$ cat src/rtl/multdiv_unit_if.sv
// Operand/start and result/handshake bundle between the execute stage and multdiv_unit.
interface multdiv_unit_if;
    logic [31:0] data_operandA;
    logic [31:0] data_operandB;
    logic        ctrl_MULT;
    logic        ctrl_DIV;
    logic [31:0] data_result;
    logic        data_exception;
    logic        data_resultRDY;

    modport master (
        output data_operandA, data_operandB, ctrl_MULT, ctrl_DIV,
        input  data_result, data_exception, data_resultRDY
    );

    modport slave (
        input  data_operandA, data_operandB, ctrl_MULT, ctrl_DIV,
        output data_result, data_exception, data_resultRDY
    );
endinterface

$ cat src/rtl/multdiv_unit.sv
// Sequential signed 32-bit multiply (radix-4 Booth, 16 steps) / divide (restoring, 32 steps).
// Latency 17 (MULT) / 33 (DIV) cycles from the start edge; a new start aborts any operation in flight.
module multdiv_unit (
    input  logic          clock,
    input  logic          reset_n,
    multdiv_unit_if.slave bus
);
    typedef enum logic [1:0] {ST_IDLE, ST_MULT, ST_DIV, ST_DONE} state_t;

    state_t      r_state, w_state_nxt;
    logic [4:0]  r_cnt;
    logic        r_load;
    logic [31:0] r_a, r_b;
    logic [64:0] r_prod;
    logic [32:0] r_rem;
    logic [31:0] r_quo;
    logic [31:0] r_result;
    logic        r_exc;

    logic        w_start_mult, w_start_div, w_start;
    logic        w_mult_last, w_div_last;

    assign w_start_mult = bus.ctrl_MULT & ~bus.ctrl_DIV;
    assign w_start_div  = bus.ctrl_DIV & ~bus.ctrl_MULT;
    assign w_start      = w_start_mult | w_start_div;

    // The first cycle in MULT/DIV loads the working registers; the steps follow.
    assign w_mult_last = (r_state == ST_MULT) && !r_load && (r_cnt == 5'd15);
    assign w_div_last  = (r_state == ST_DIV)  && !r_load && (r_cnt == 5'd31);

    // Booth step: window {b[2i+1], b[2i], b[2i-1]} sits in the low three bits.
    logic [33:0] w_a_ext, w_pp, w_psum;
    logic [64:0] w_prod_nxt;
    logic        w_mult_ovf;

    assign w_a_ext = {{2{r_a[31]}}, r_a};

    always_comb begin
        w_pp = 34'd0;
        case (r_prod[2:0])
            3'b001, 3'b010: w_pp = w_a_ext;
            3'b011:         w_pp = w_a_ext << 1;
            3'b100:         w_pp = -(w_a_ext << 1);
            3'b101, 3'b110: w_pp = -w_a_ext;
            default:        w_pp = 34'd0;
        endcase
    end

    assign w_psum     = {{2{r_prod[64]}}, r_prod[64:33]} + w_pp;
    assign w_prod_nxt = {w_psum, r_prod[32:2]};
    assign w_mult_ovf = ~((&w_prod_nxt[64:32]) | ~(|w_prod_nxt[64:32]));

    // Restoring divide step on magnitudes.
    logic [31:0] w_abs_a, w_abs_b;
    logic [33:0] w_rem_sh, w_rem_diff;
    logic        w_fits;
    logic [32:0] w_rem_nxt;
    logic [31:0] w_quo_nxt;

    assign w_abs_a    = r_a[31] ? -r_a : r_a;
    assign w_abs_b    = r_b[31] ? -r_b : r_b;
    assign w_rem_sh   = {r_rem, r_quo[31]};
    assign w_rem_diff = w_rem_sh - {2'b00, w_abs_b};
    assign w_fits     = ~w_rem_diff[33];
    assign w_rem_nxt  = w_fits ? w_rem_diff[32:0] : w_rem_sh[32:0];
    assign w_quo_nxt  = {r_quo[30:0], w_fits};

    logic [31:0] w_div_res;
    logic        w_div_exc;

    always_comb begin
        w_div_res = (r_a[31] ^ r_b[31]) ? -w_quo_nxt : w_quo_nxt;
        w_div_exc = 1'b0;
        if (r_b == 32'd0) begin
            w_div_res = 32'd0;
            w_div_exc = 1'b1;
        end else if (r_a == 32'h8000_0000 && r_b == 32'hFFFF_FFFF) begin
            w_div_res = 32'h8000_0000;
            w_div_exc = 1'b1;
        end
    end

    always_comb begin
        w_state_nxt = r_state;
        case (r_state)
            ST_MULT: if (w_mult_last) w_state_nxt = ST_DONE;
            ST_DIV:  if (w_div_last)  w_state_nxt = ST_DONE;
            ST_DONE: w_state_nxt = ST_IDLE;
            default: w_state_nxt = r_state;
        endcase
        if (w_start_mult)
            w_state_nxt = ST_MULT;
        else if (w_start_div)
            w_state_nxt = ST_DIV;
    end

    always_ff @(posedge clock) begin
        if (!reset_n)
            r_state <= ST_IDLE;
        else
            r_state <= w_state_nxt;
    end

    always_ff @(posedge clock) begin
        if (!reset_n) begin
            r_cnt    <= 5'd0;
            r_load   <= 1'b0;
            r_a      <= 32'd0;
            r_b      <= 32'd0;
            r_prod   <= 65'd0;
            r_rem    <= 33'd0;
            r_quo    <= 32'd0;
            r_result <= 32'd0;
            r_exc    <= 1'b0;
        end else if (w_start) begin
            r_a    <= bus.data_operandA;
            r_b    <= bus.data_operandB;
            r_cnt  <= 5'd0;
            r_load <= 1'b1;
        end else begin
            if (r_state == ST_MULT) begin
                if (r_load) begin
                    r_prod <= {32'd0, r_b, 1'b0};
                    r_load <= 1'b0;
                end else begin
                    r_prod <= w_prod_nxt;
                    r_cnt  <= r_cnt + 5'd1;
                end
            end else if (r_state == ST_DIV) begin
                if (r_load) begin
                    r_rem  <= 33'd0;
                    r_quo  <= w_abs_a;
                    r_load <= 1'b0;
                end else begin
                    r_rem  <= w_rem_nxt;
                    r_quo  <= w_quo_nxt;
                    r_cnt  <= r_cnt + 5'd1;
                end
            end
            if (w_mult_last) begin
                r_result <= w_mult_ovf ? 32'd0 : w_prod_nxt[32:1];
                r_exc    <= w_mult_ovf;
            end else if (w_div_last) begin
                r_result <= w_div_res;
                r_exc    <= w_div_exc;
            end
        end
    end

    assign bus.data_result    = r_result;
    assign bus.data_exception = r_exc;
    assign bus.data_resultRDY = (r_state == ST_DONE);
endmodule

$ cat src/flat_wrapper.sv
// flat-port wrapper written by rule: the top's interface ports become plain ports
module multdiv_unit_flat 
  (clock, reset_n, bus_data_operandA, bus_data_operandB, bus_ctrl_MULT, bus_ctrl_DIV, bus_data_result, bus_data_exception, bus_data_resultRDY);
  multdiv_unit_if bus_i ();
  input  logic clock;
  input  logic reset_n;
  input wire logic [$bits(bus_i.data_operandA)-1:0] bus_data_operandA;
  input wire logic [$bits(bus_i.data_operandB)-1:0] bus_data_operandB;
  input wire logic [$bits(bus_i.ctrl_MULT)-1:0] bus_ctrl_MULT;
  input wire logic [$bits(bus_i.ctrl_DIV)-1:0] bus_ctrl_DIV;
  output wire logic [$bits(bus_i.data_result)-1:0] bus_data_result;
  output wire logic [$bits(bus_i.data_exception)-1:0] bus_data_exception;
  output wire logic [$bits(bus_i.data_resultRDY)-1:0] bus_data_resultRDY;
  assign bus_i.data_operandA = bus_data_operandA;
  assign bus_i.data_operandB = bus_data_operandB;
  assign bus_i.ctrl_MULT = bus_ctrl_MULT;
  assign bus_i.ctrl_DIV = bus_ctrl_DIV;
  assign bus_data_result = bus_i.data_result;
  assign bus_data_exception = bus_i.data_exception;
  assign bus_data_resultRDY = bus_i.data_resultRDY;
  multdiv_unit u_core (.clock(clock), .reset_n(reset_n), .bus(bus_i));
endmodule
$ cat config.mk
export PLATFORM = sky130hd
export DESIGN_NAME = multdiv_unit_flat
export DESIGN_NICKNAME = d
export VERILOG_FILES = /design/src/rtl/multdiv_unit_if.sv /design/src/rtl/multdiv_unit.sv /design/src/flat_wrapper.sv
export SDC_FILE = /design/constraint.sdc
export NUM_CORES = 1
export LEC_CHECK = 0
export CORE_ASPECT_RATIO = 0.6
export CORE_UTILIZATION = 45
export CTS_BUF_LIST = sky130_fd_sc_hd__clkbuf_16
export CTS_CLUSTER_DIAMETER = 200
export CTS_CLUSTER_SIZE = 12
export DETAILED_ROUTE_END_ITERATION = 10
export HOLD_SLACK_MARGIN = 0.1
export SLEW_MARGIN = 20
export SYNTH_ARGS = -nofsm -noshare
export SYNTH_HDL_FRONTEND = slang
export SYNTH_SLANG_ARGS = --single-unit
$ cat constraint.sdc
create_clock -name clock -period 7.2 [get_ports clock]
set_clock_uncertainty 0.05 [all_clocks]
set_input_delay 1.08 -clock clock [delete_from_list [all_inputs] [get_ports clock]]
set_output_delay 1.08 -clock clock [all_outputs]
set_load 0.1 [all_outputs]
## After elaboration in Yosys (flattened, before gate mapping)

Index checks and enable logic that the tools add are counted.

| storage, ports and cells | value |
|---|---|
| bits in registers | 235 |
| bits in latches | 0 |
| memory bits (writable) | 0 |
| bits in read-only memories | 0 |
| input port bits | 68 |
| memories kept | 0 |

| cells by class | value |
|---|---|
| add/subtract/negate cells | 8 |
| multipliers | 0 |
| div/mod/pow operators | 0 |
| $lt $le $gt $ge | 0 |
| equal/unequal tests | 17 |
| shift operators | 0 |
| multiplexer cells | 28 |
| bitwise logic cells | 13 |
| reduce and logical (&&, ||, !) cells | 23 |

Operators with widths:

| operator | number |
|---|---|
| $mux W32 | 9 |
| $pmux W34 S4 | 1 |
| $neg A32 Y32 | 3 |
| $neg A34 Y34 | 2 |
| $mux W33 | 2 |
| $mux W65 | 1 |
| $eq A32 B32 Y1 const B | 2 |
| $add A34 B34 Y34 | 1 |
| $sub A34 B32 Y34 | 1 |
| $reduce_and A33 Y1 | 1 |
| $reduce_or A33 Y1 | 1 |
| $logic_not A32 Y1 | 1 |
| $mux W5 | 3 |
| $eq A3 B3 Y1 const B | 3 |
| $reduce_and A3 Y1 | 3 |
| $mux W1 | 8 |
| $ne A4 B1 Y1 const B | 2 |
| $not A1 Y1 | 8 |
| $reduce_or A2 Y1 | 4 |
| $eq A3 B2 Y1 const B | 2 |
| $mux W2 | 3 |
| $ne A3 B1 Y1 const B | 2 |
| $pmux W2 S3 | 1 |
| $add A5 B1 Y5 const B | 1 |
| 15 further kinds | 24 |

## Longest topological paths before layout

Gate-level depths: netlist of run 1.

| depth | value |
|---|---|
| depth after elaboration | 10 |
| gate-level depth with buffers | 28 |
| depth with buffers taken out | 25 |

## Least setup slack after synthesis of run 1

No wires, ideal clock.

| timing path | value |
|---|---|
| kind | reg2reg |
| start | register u_core.r_b[7] |
| end | register u_core.r_result[18] (netlist: u_core.bus.data_result[18]) |
| library setup time | 0.114 ns |
| arrival time | 6.376 ns |
| required time | 7.036 ns |
| setup slack | 0.660 ns |
| cell stages (with the launch flop) | 25 |
| period minus slack after synthesis | 6.540 ns |
| path through | dfxtp_1 buf_6 or4_4 or3_1 or3_4 or3_4 or4_4 or2_2 o21ai_0 xor2_1 ha_1 a21o_1 a211oi_1 o21ai_0 o311ai_1 clkbuf_1 buf_4 ha_1 inv_1 nor2_1 nand2_1 o41ai_1 xor2_1 o21ai_1 a21o_1 |

| on the way | value |
|---|---|
| word-level cells in the longest chain between the ends | 10 |

Ends and longest elaborated chain:

| element | RTL line | source |
|---|---|---|
| start, declared | multdiv_unit.sv:13 | `logic [31:0] r_a, r_b;` |
| start signal, assigned | multdiv_unit.sv:117 | `r_b <= bus.data_operandB;` |
| $neg A32 Y32 | multdiv_unit.sv:61 | `assign w_abs_b = r_b[31] ? -r_b : r_b;` |
| $mux W32 | multdiv_unit.sv:61 |  |
| $sub A34 B32 Y34 | multdiv_unit.sv:63 | `assign w_rem_diff = w_rem_sh - {2'b00, w_abs_b};` |
| $not A1 Y1 | multdiv_unit.sv:64 | `assign w_fits = ~w_rem_diff[33];` |
| $neg A32 Y32 | multdiv_unit.sv:72 | `w_div_res = (r_a[31] ^ r_b[31]) ? -w_quo_nxt : w_quo_nxt;` |
| $mux W32 | multdiv_unit.sv:72 |  |
| $mux W32 | multdiv_unit.sv:77 | `end else if (r_a == 32'h8000_0000 && r_b == 32'hFFFF_FFFF) begin` |
| $mux W32 * | multdiv_unit.sv:74 | `if (r_b == 32'd0) begin` |
| $mux W32 * | multdiv_unit.sv:143 | `end else if (w_div_last) begin` |
| $mux W32 * | multdiv_unit.sv:140 | `if (w_mult_last) begin` |
| end signal, assigned | multdiv_unit.sv:141 | `r_result <= w_mult_ovf ? 32'd0 : w_prod_nxt[32:1];` |
| end signal, assigned | multdiv_unit.sv:144 | `r_result <= w_div_res;` |
| end, declared | multdiv_unit.sv:17 | `logic [31:0] r_result;` |

Mark *: on every way between the ends. The rest lies on a longest branch, timed or not. The select of a mux whose other input is x is not followed.
A chain may end at the register's enable or synchronous reset.

## Worst setup path after layout of run 1

Ends and elaborated chain as after synthesis.

==> impl_metrics.ini, run 1 <==
[run_status]
outcome = finished, final reports clean

[finish]
fin_cells = 2773
drive_above_1_share_pct = 4.47
syn_to_final_growth_pct = 11.1
fillers = 3732
postLayoutCellArea_mm2 = 0.0197
finish.utilization_pct = 51.5
n_antenna_cell = 0
nets = 2407

[floorplanning]
rows = 55
die_y_um = 156
core-area_mm2 = 0.0383
start_util_pct = 46.4
fp.dieArea_mm2 = 0.0402
die_x_um = 258
boundaryPins = 102

[placed_design]
portBuffers = 101
dp_cells = 2747
place_area_mm2 = 0.0190
hpwl_mm = 43.5
gp_congestion = 0.940

[timing]
period_share_pct = 96.5
holdWs_ps = 438
setup_viol = 0
finalSetupTns_ps = 0
fmaxAchievable_ghz = 0.144
grt_setup_unrepaired = no
period_needed_ps = 6950
hold_viol = 0
relSlewSlack_pct = 30.0
tightest_slew_ps = 1040
report.final.slew_viol_count = 0

[routing]
drt.antenna.violating_nets = 0
firstDrtPassIters = 5
num_vias = 16903
drc = 0
routedWlPerCell_um = 20.9
first_iter_violations = 1788
totalWireLength_mm = 58.0
vias_per_cell = 6.10

[worst_setup_path]
r2r-start = u_core.r_b[7]
cp.required_ps = 7610
crit_type = flop to flop
start_kind = flop
reg2reg_depth = 20
r2r_end = u_core.bus.data_result[18]
end_kind = flop
worstPathMaxFanout = 8
worstPathArrival_ps = 7360
r2r_slack_ps = 250

[synthesis]
syn_nets = 2417
ys_warn_count = 0
synth_most_common_cell = nand2_1
async_flop_share_pct = 0
yosysSeqAreaShare_pct = 26.5
synth_seq_cells = 235
synthDistinctLibCells = 85
syn-instance-count = 2269
synth-main-ff-cell = dfxtp_1
synth_top_area_share_pct = 26.5
syn_avg_cell_area_um2 = 7.82
synth_area_leader_cell = dfxtp_1
ys_top_cells_by_area = dfxtp_1 27%, mux2i_1 6.4%, nand2_1 5.6%
synth.top_cells.by_count = 264 x nand2_1, 235 x dfxtp_1, 146 x nor2_1, 146 x nor2b_1
synth-edff-count = 0
syn-cell-area_mm2 = 0.0177

[global_routing]
overflow = 0
grt_antenna_before_repair = 0
grt_pass1_vias = 15196
track_usage_pct = 28.2
grt_pass1_wl_mm = 89.4
grt_max_degree = 94

[power_and_ir_drop]
power_leakage_nw = 7.99
power_density_mw_per_mm2 = 191
ir_worst_vdd_uv = 155

[clock_network]
clock_path_buffers = 3
cts_hold_buf = 0
cts_htree_levels = 1
cts_setup_buffers = 0
cts_tree = yes
clk_pin_slew_ps = 70
clkSinkCount = 235
cts_resized = 0
clk_latency_ps = 560
cts_buffers = 23
cts_root_buffer = clkbuf_16

[worst_hold_path]
min_path_cells = 1
hold_end = u_core.bus.data_result[14]
hold_path_startpoint = u_core.r_prod[17]
min_path_type = flop to flop

[flow_run]
drv_cap = 0
==> cells by family after synthesis <==
logic type	Yosys count	synth area share, %
adders and majority gates	80	5.73
and+or+nand+nor	815	23.2
xor gates and xnor gates	184	9.09
AOI/OAI and AO/OA	636	24.4
DFF	235	26.5
muxes	114	6.44
buffers and inverters	205	4.68
==> worst max-delay path by stage <==
stage	start	end	slack, ps
after floorplan	u_core.r_b[7]	u_core.bus.data_result[18]	660
after global placement	u_core.r_a[0]	u_core.bus.data_result[11]	420
after detailed placement	u_core.r_a[0]	u_core.bus.data_result[9]	200
after CTS	u_core.r_a[0]	u_core.bus.data_result[17]	140
after global routing	u_core.r_a[0]	u_core.bus.data_result[17]	10
final	u_core.r_b[7]	u_core.bus.data_result[18]	250
==> through the flow <==
stage / total power [W] / worst slack [ps]
5_1_grt: 0.00395 / 9.96
6_report: 0.00376 / 252
3_3_place_gp: 0.00261 / 422
3_5_place_dp: 0.00262 / 201
2_1_floorplan: 0.00228 / 660
4_1_cts: 0.00374 / 145
==> layout by cell type (no fill, tap or decap), types with 23 or more instances in the layout <==
master           instances
nand3_1                 27
ha_1                    75
nor3_1                  41
a21o_1                  60
nand4_1                 29
clkbuf_16               23
inv_1                   42
xor2_1                  97
nor2_1                 145
o211a_1                 40
a21oi_1                124
a22oi_1                 41
a221oi_1                26
o21ai_0                120
a211oi_1                42
xnor2_1                 85
nand2_1                264
buf_4                   26
mux2i_1                113
clkdlybuf4s50_1        100
dfxtp_1                234
or3_1                   31
a31oi_1                 29
nor2b_1                145
==> flip-flops by register name, summed over array words and instances (netlist names) <==
signal                     flops
u_core.r_prod                 65
u_core.r_rem                  33
u_core.bus.data_result        32
u_core.r_a                    32
u_core.r_b                    32
u_core.r_quo                  32
u_core.r_cnt                   5
u_core.r_state                 2
u_core.bus.data_exception      1
u_core.r_load                  1
==> power by group <==
part           leakage, nW  internal (W)  switching, W  total [W]
Sequential            1.91       0.00136      0.000126    0.00149
Combinational         5.78      0.000443      0.000712    0.00116
Clock                0.299      0.000570      0.000544    0.00111
==> layout make-up <==
class	count	area, um2	share of cell area (%)
Clock buffer	23	576	2.92
Clock inverter	3	31.3	0.159
Inverter	42	158	0.800
Multi-Input combinational cell	1829	12400	62.7
Sequential cell	235	4710	23.9
Tap cell	513	642	3.26
Timing Repair Buffer	128	1240	6.27
==> critical path: stages (launching register included) <==
cell and delay, ps:
dfxtp_1 400, or4_4 580, or3_1 380, or3_1 380
or3_1 470, or3_1 390, or3_1 350, or4_1 500
ha_1 390, a211oi_1 270, o21ai_0 300, o41a_1 520
o311ai_4 160, ha_1 310, inv_1 60, nor2_1 420
nand2_1 180, o41ai_1 320, xor2_1 180, o21ai_1 70
a21o_1 180
==> layer usage <==
| layer | share of wire [%] | routed length [um] | track usage [%] |
|---|---|---|---|
| met5 | 0 | 0 | 0 |
| met4 | 1.7 | 1010 | 5.35 |
| met3 | 10 | 5800 | 8.25 |
| met2 | 38 | 22200 | 37.7 |
| met1 | 50 | 29100 | 43.6 |
(Power assumes the default switching activity.)
==> inputs of run 2 (changes only) <==
--- a/config.mk
+++ b/config.mk
@@ -7,7 +7,7 @@
 export LEC_CHECK = 0
 export CORE_ASPECT_RATIO = 0.6
 export CORE_UTILIZATION = 45
-export CTS_BUF_LIST = sky130_fd_sc_hd__clkbuf_16
+export CTS_BUF_LIST = sky130_fd_sc_hd__clkbuf_8
 export CTS_CLUSTER_DIAMETER = 200
 export CTS_CLUSTER_SIZE = 12
 export DETAILED_ROUTE_END_ITERATION = 10
==> run 2 against run 1 <==
Utilization fell by 0.70 points. Final area fell by 1.4%. Sequential cell count did not move. Clock-buffer cell count did not move. Global-route usage fell by 0.093 points. Die area did not move. Sequential share of layout area rose by 0.33 points. Hold slack improved by 3.1 ps. Combinational power barely moved. Register-to-register slack improved by 60 ps.
==> impl_metrics.ini, run 2 (synthesized netlist as in run 1, its figures left out) <==
[placed_design]
portBuffers = 101
hpwl_mm = 43.5
place_ws_ps = 201
dp_cells = 2747
gp_congestion = 0.940

[power_and_ir_drop]
power_density_mw_per_mm2 = 177
p_int_w = 0.00210
seqPwrFrac_pct = 43.3
p_sw_w = 0.00134
clkPwrFrac_pct = 23.0
p_total_w = 0.00343
ir_worst_vdd_uv = 106
swShare_pct = 38.9
pwr-share-comb_pct = 33.6
power_leakage_nw = 7.87

[clock_network]
cts_tree = yes
cts_root_buffer = clkbuf_8
cts_resized = 0
clk_pin_slew_ps = 100
clk_latency_ps = 630
clock_path_buffers = 3
clkSinkCount = 235
cts_hold_buf = 0
cts_setup_buffers = 0
cts_buffers = 23
cts_htree_levels = 1

[global_routing]
overflow = 0
grt_pass1_wl_mm = 89.1
grt_max_degree = 94
grt_pass1_vias = 15188
grt_antenna_before_repair = 0
track_usage_pct = 28.1

[worst_setup_path]
crit_type = flop to flop
start_kind = flop
end_kind = flop
cp.required_ps = 7680
worstPathArrival_ps = 7370
worstPathMaxFanout = 8

[finish]
nets = 2407
fillers = 3773
final_cell_mix = 264 x nand2_1, 234 x dfxtp_1, 145 x nor2_1, 145 x nor2b_1, 124 x a21oi_1
finish.utilization_pct = 50.8
max_flop_register = u_core.r_prod
syn_to_final_growth_pct = 9.58
top_regs = u_core.r_prod: 65 flops, u_core.r_rem: 33 flops
register_area_mm2 = 0.00471
final_common_cell = nand2_1
largest_reg_flops = 65
drive_above_1_share_pct = 4.47
n_antenna_cell = 0
fin_cells = 2773
multi_input_area_mm2 = 0.0124

[timing]
fin_ws_ps = 313
period_share_pct = 95.6
fmaxAchievable_ghz = 0.145
relSlewSlack_pct = 24.6
setup_viol = 0
tightest_slew_ps = 1120
period_needed_ps = 6890
hold_viol = 0
report.final.slew_viol_count = 0
finalSetupTns_ps = 0

[routing]
drc = 0
routedWlPerCell_um = 20.9
first_iter_violations = 1748
vias_per_cell = 6.06
totalWireLength_mm = 58.0
drt.antenna.violating_nets = 0
firstDrtPassIters = 6
num_vias = 16803

[flow_run]
drv_cap = 0

[floorplanning]
rows = 55
start_util_pct = 46.4
die_y_um = 156
core-area_mm2 = 0.0383
fp.dieArea_mm2 = 0.0402
die_x_um = 258
boundaryPins = 102

[run_status]
outcome = finished, final reports clean

[worst_hold_path]
min_path_type = flop to flop
-- run 2: changes by cell type in the layout (fill, tap and decap cells not counted) --
| cell | delta |
|---|---|
| clkbuf_8 | +23 |
| clkbuf_16 | -23 |
| inv_8 | +1 |
| inv_16 | -1 |
-- run 2: routing by layer --
| layer | vias to the layer above | routed length, um | track usage (%) |
|---|---|---|---|
| li1 | 8130 | - | - |
| met1 | 7972 | 29000 | 43.3 |
| met2 | 637 | 22100 | 37.6 |
| met3 | 64 | 5820 | 8.37 |
| met4 | 0 | 1090 | 5.55 |
| met5 | - | 0 | 0 |
-- run 2: worst max-delay path: stages (launching register included) --
cell	delay, ps
dfxtp_1	400
or4_4	570
or3_1	380
or3_1	380
or3_1	470
or3_1	400
or3_1	350
or4_1	500
ha_1	390
a211oi_1	260
o21ai_0	300
o41a_1	520
o311ai_4	150
ha_1	310
inv_1	60
nor2_1	390
nand2_1	170
o41ai_1	330
xor2_1	180
o21ai_1	70
a21o_1	180
-- run 2: worst paths after layout --
| path | end | startpoint | cells after the start | slack [ps] |
|---|---|---|---|---|
| worst max-delay path | u_core.bus.data_result[18] | u_core.r_b[7] | 20 | 310 |
| worst min-delay path | u_core.bus.data_result[17] | u_core.r_prod[20] | 1 | 440 |
| worst max register to register | u_core.bus.data_result[18] | u_core.r_b[7] | 20 | 310 |
| worst min register to register | u_core.bus.data_result[17] | u_core.r_prod[20] | 1 | 440 |
-- run 2: final cells by class --
cell class | instances | area share [%]
well taps | 513 | 3.30
repair buffers | 128 | 6.36
clock buffers | 23 | 1.63
flip-flops and latches | 235 | 24.2
inverters | 42 | 0.811
clock inverters | 3 | 0.116
multi-input cells | 1829 | 63.6
-- run 2: per-stage QoR --
step	hold WS (ps)	area (um2)
2_1_floorplan	399	17700
3_3_place_gp	416	19000
3_5_place_dp	416	19000
4_1_cts	447	19300
5_1_grt	457	19400
6_report	441	19400
-- run 2: power groups by stage --
stage	Sequential (W)	Clock, W	Combinational, W
after detailed placement	0.00151	0	0.00111
after global placement	0.00151	0	0.00110
after global routing	0.00150	0.000864	0.00126
after floorplan	0.00143	0	0.000852
final	0.00149	0.000791	0.00116
after CTS	0.00148	0.000810	0.00112
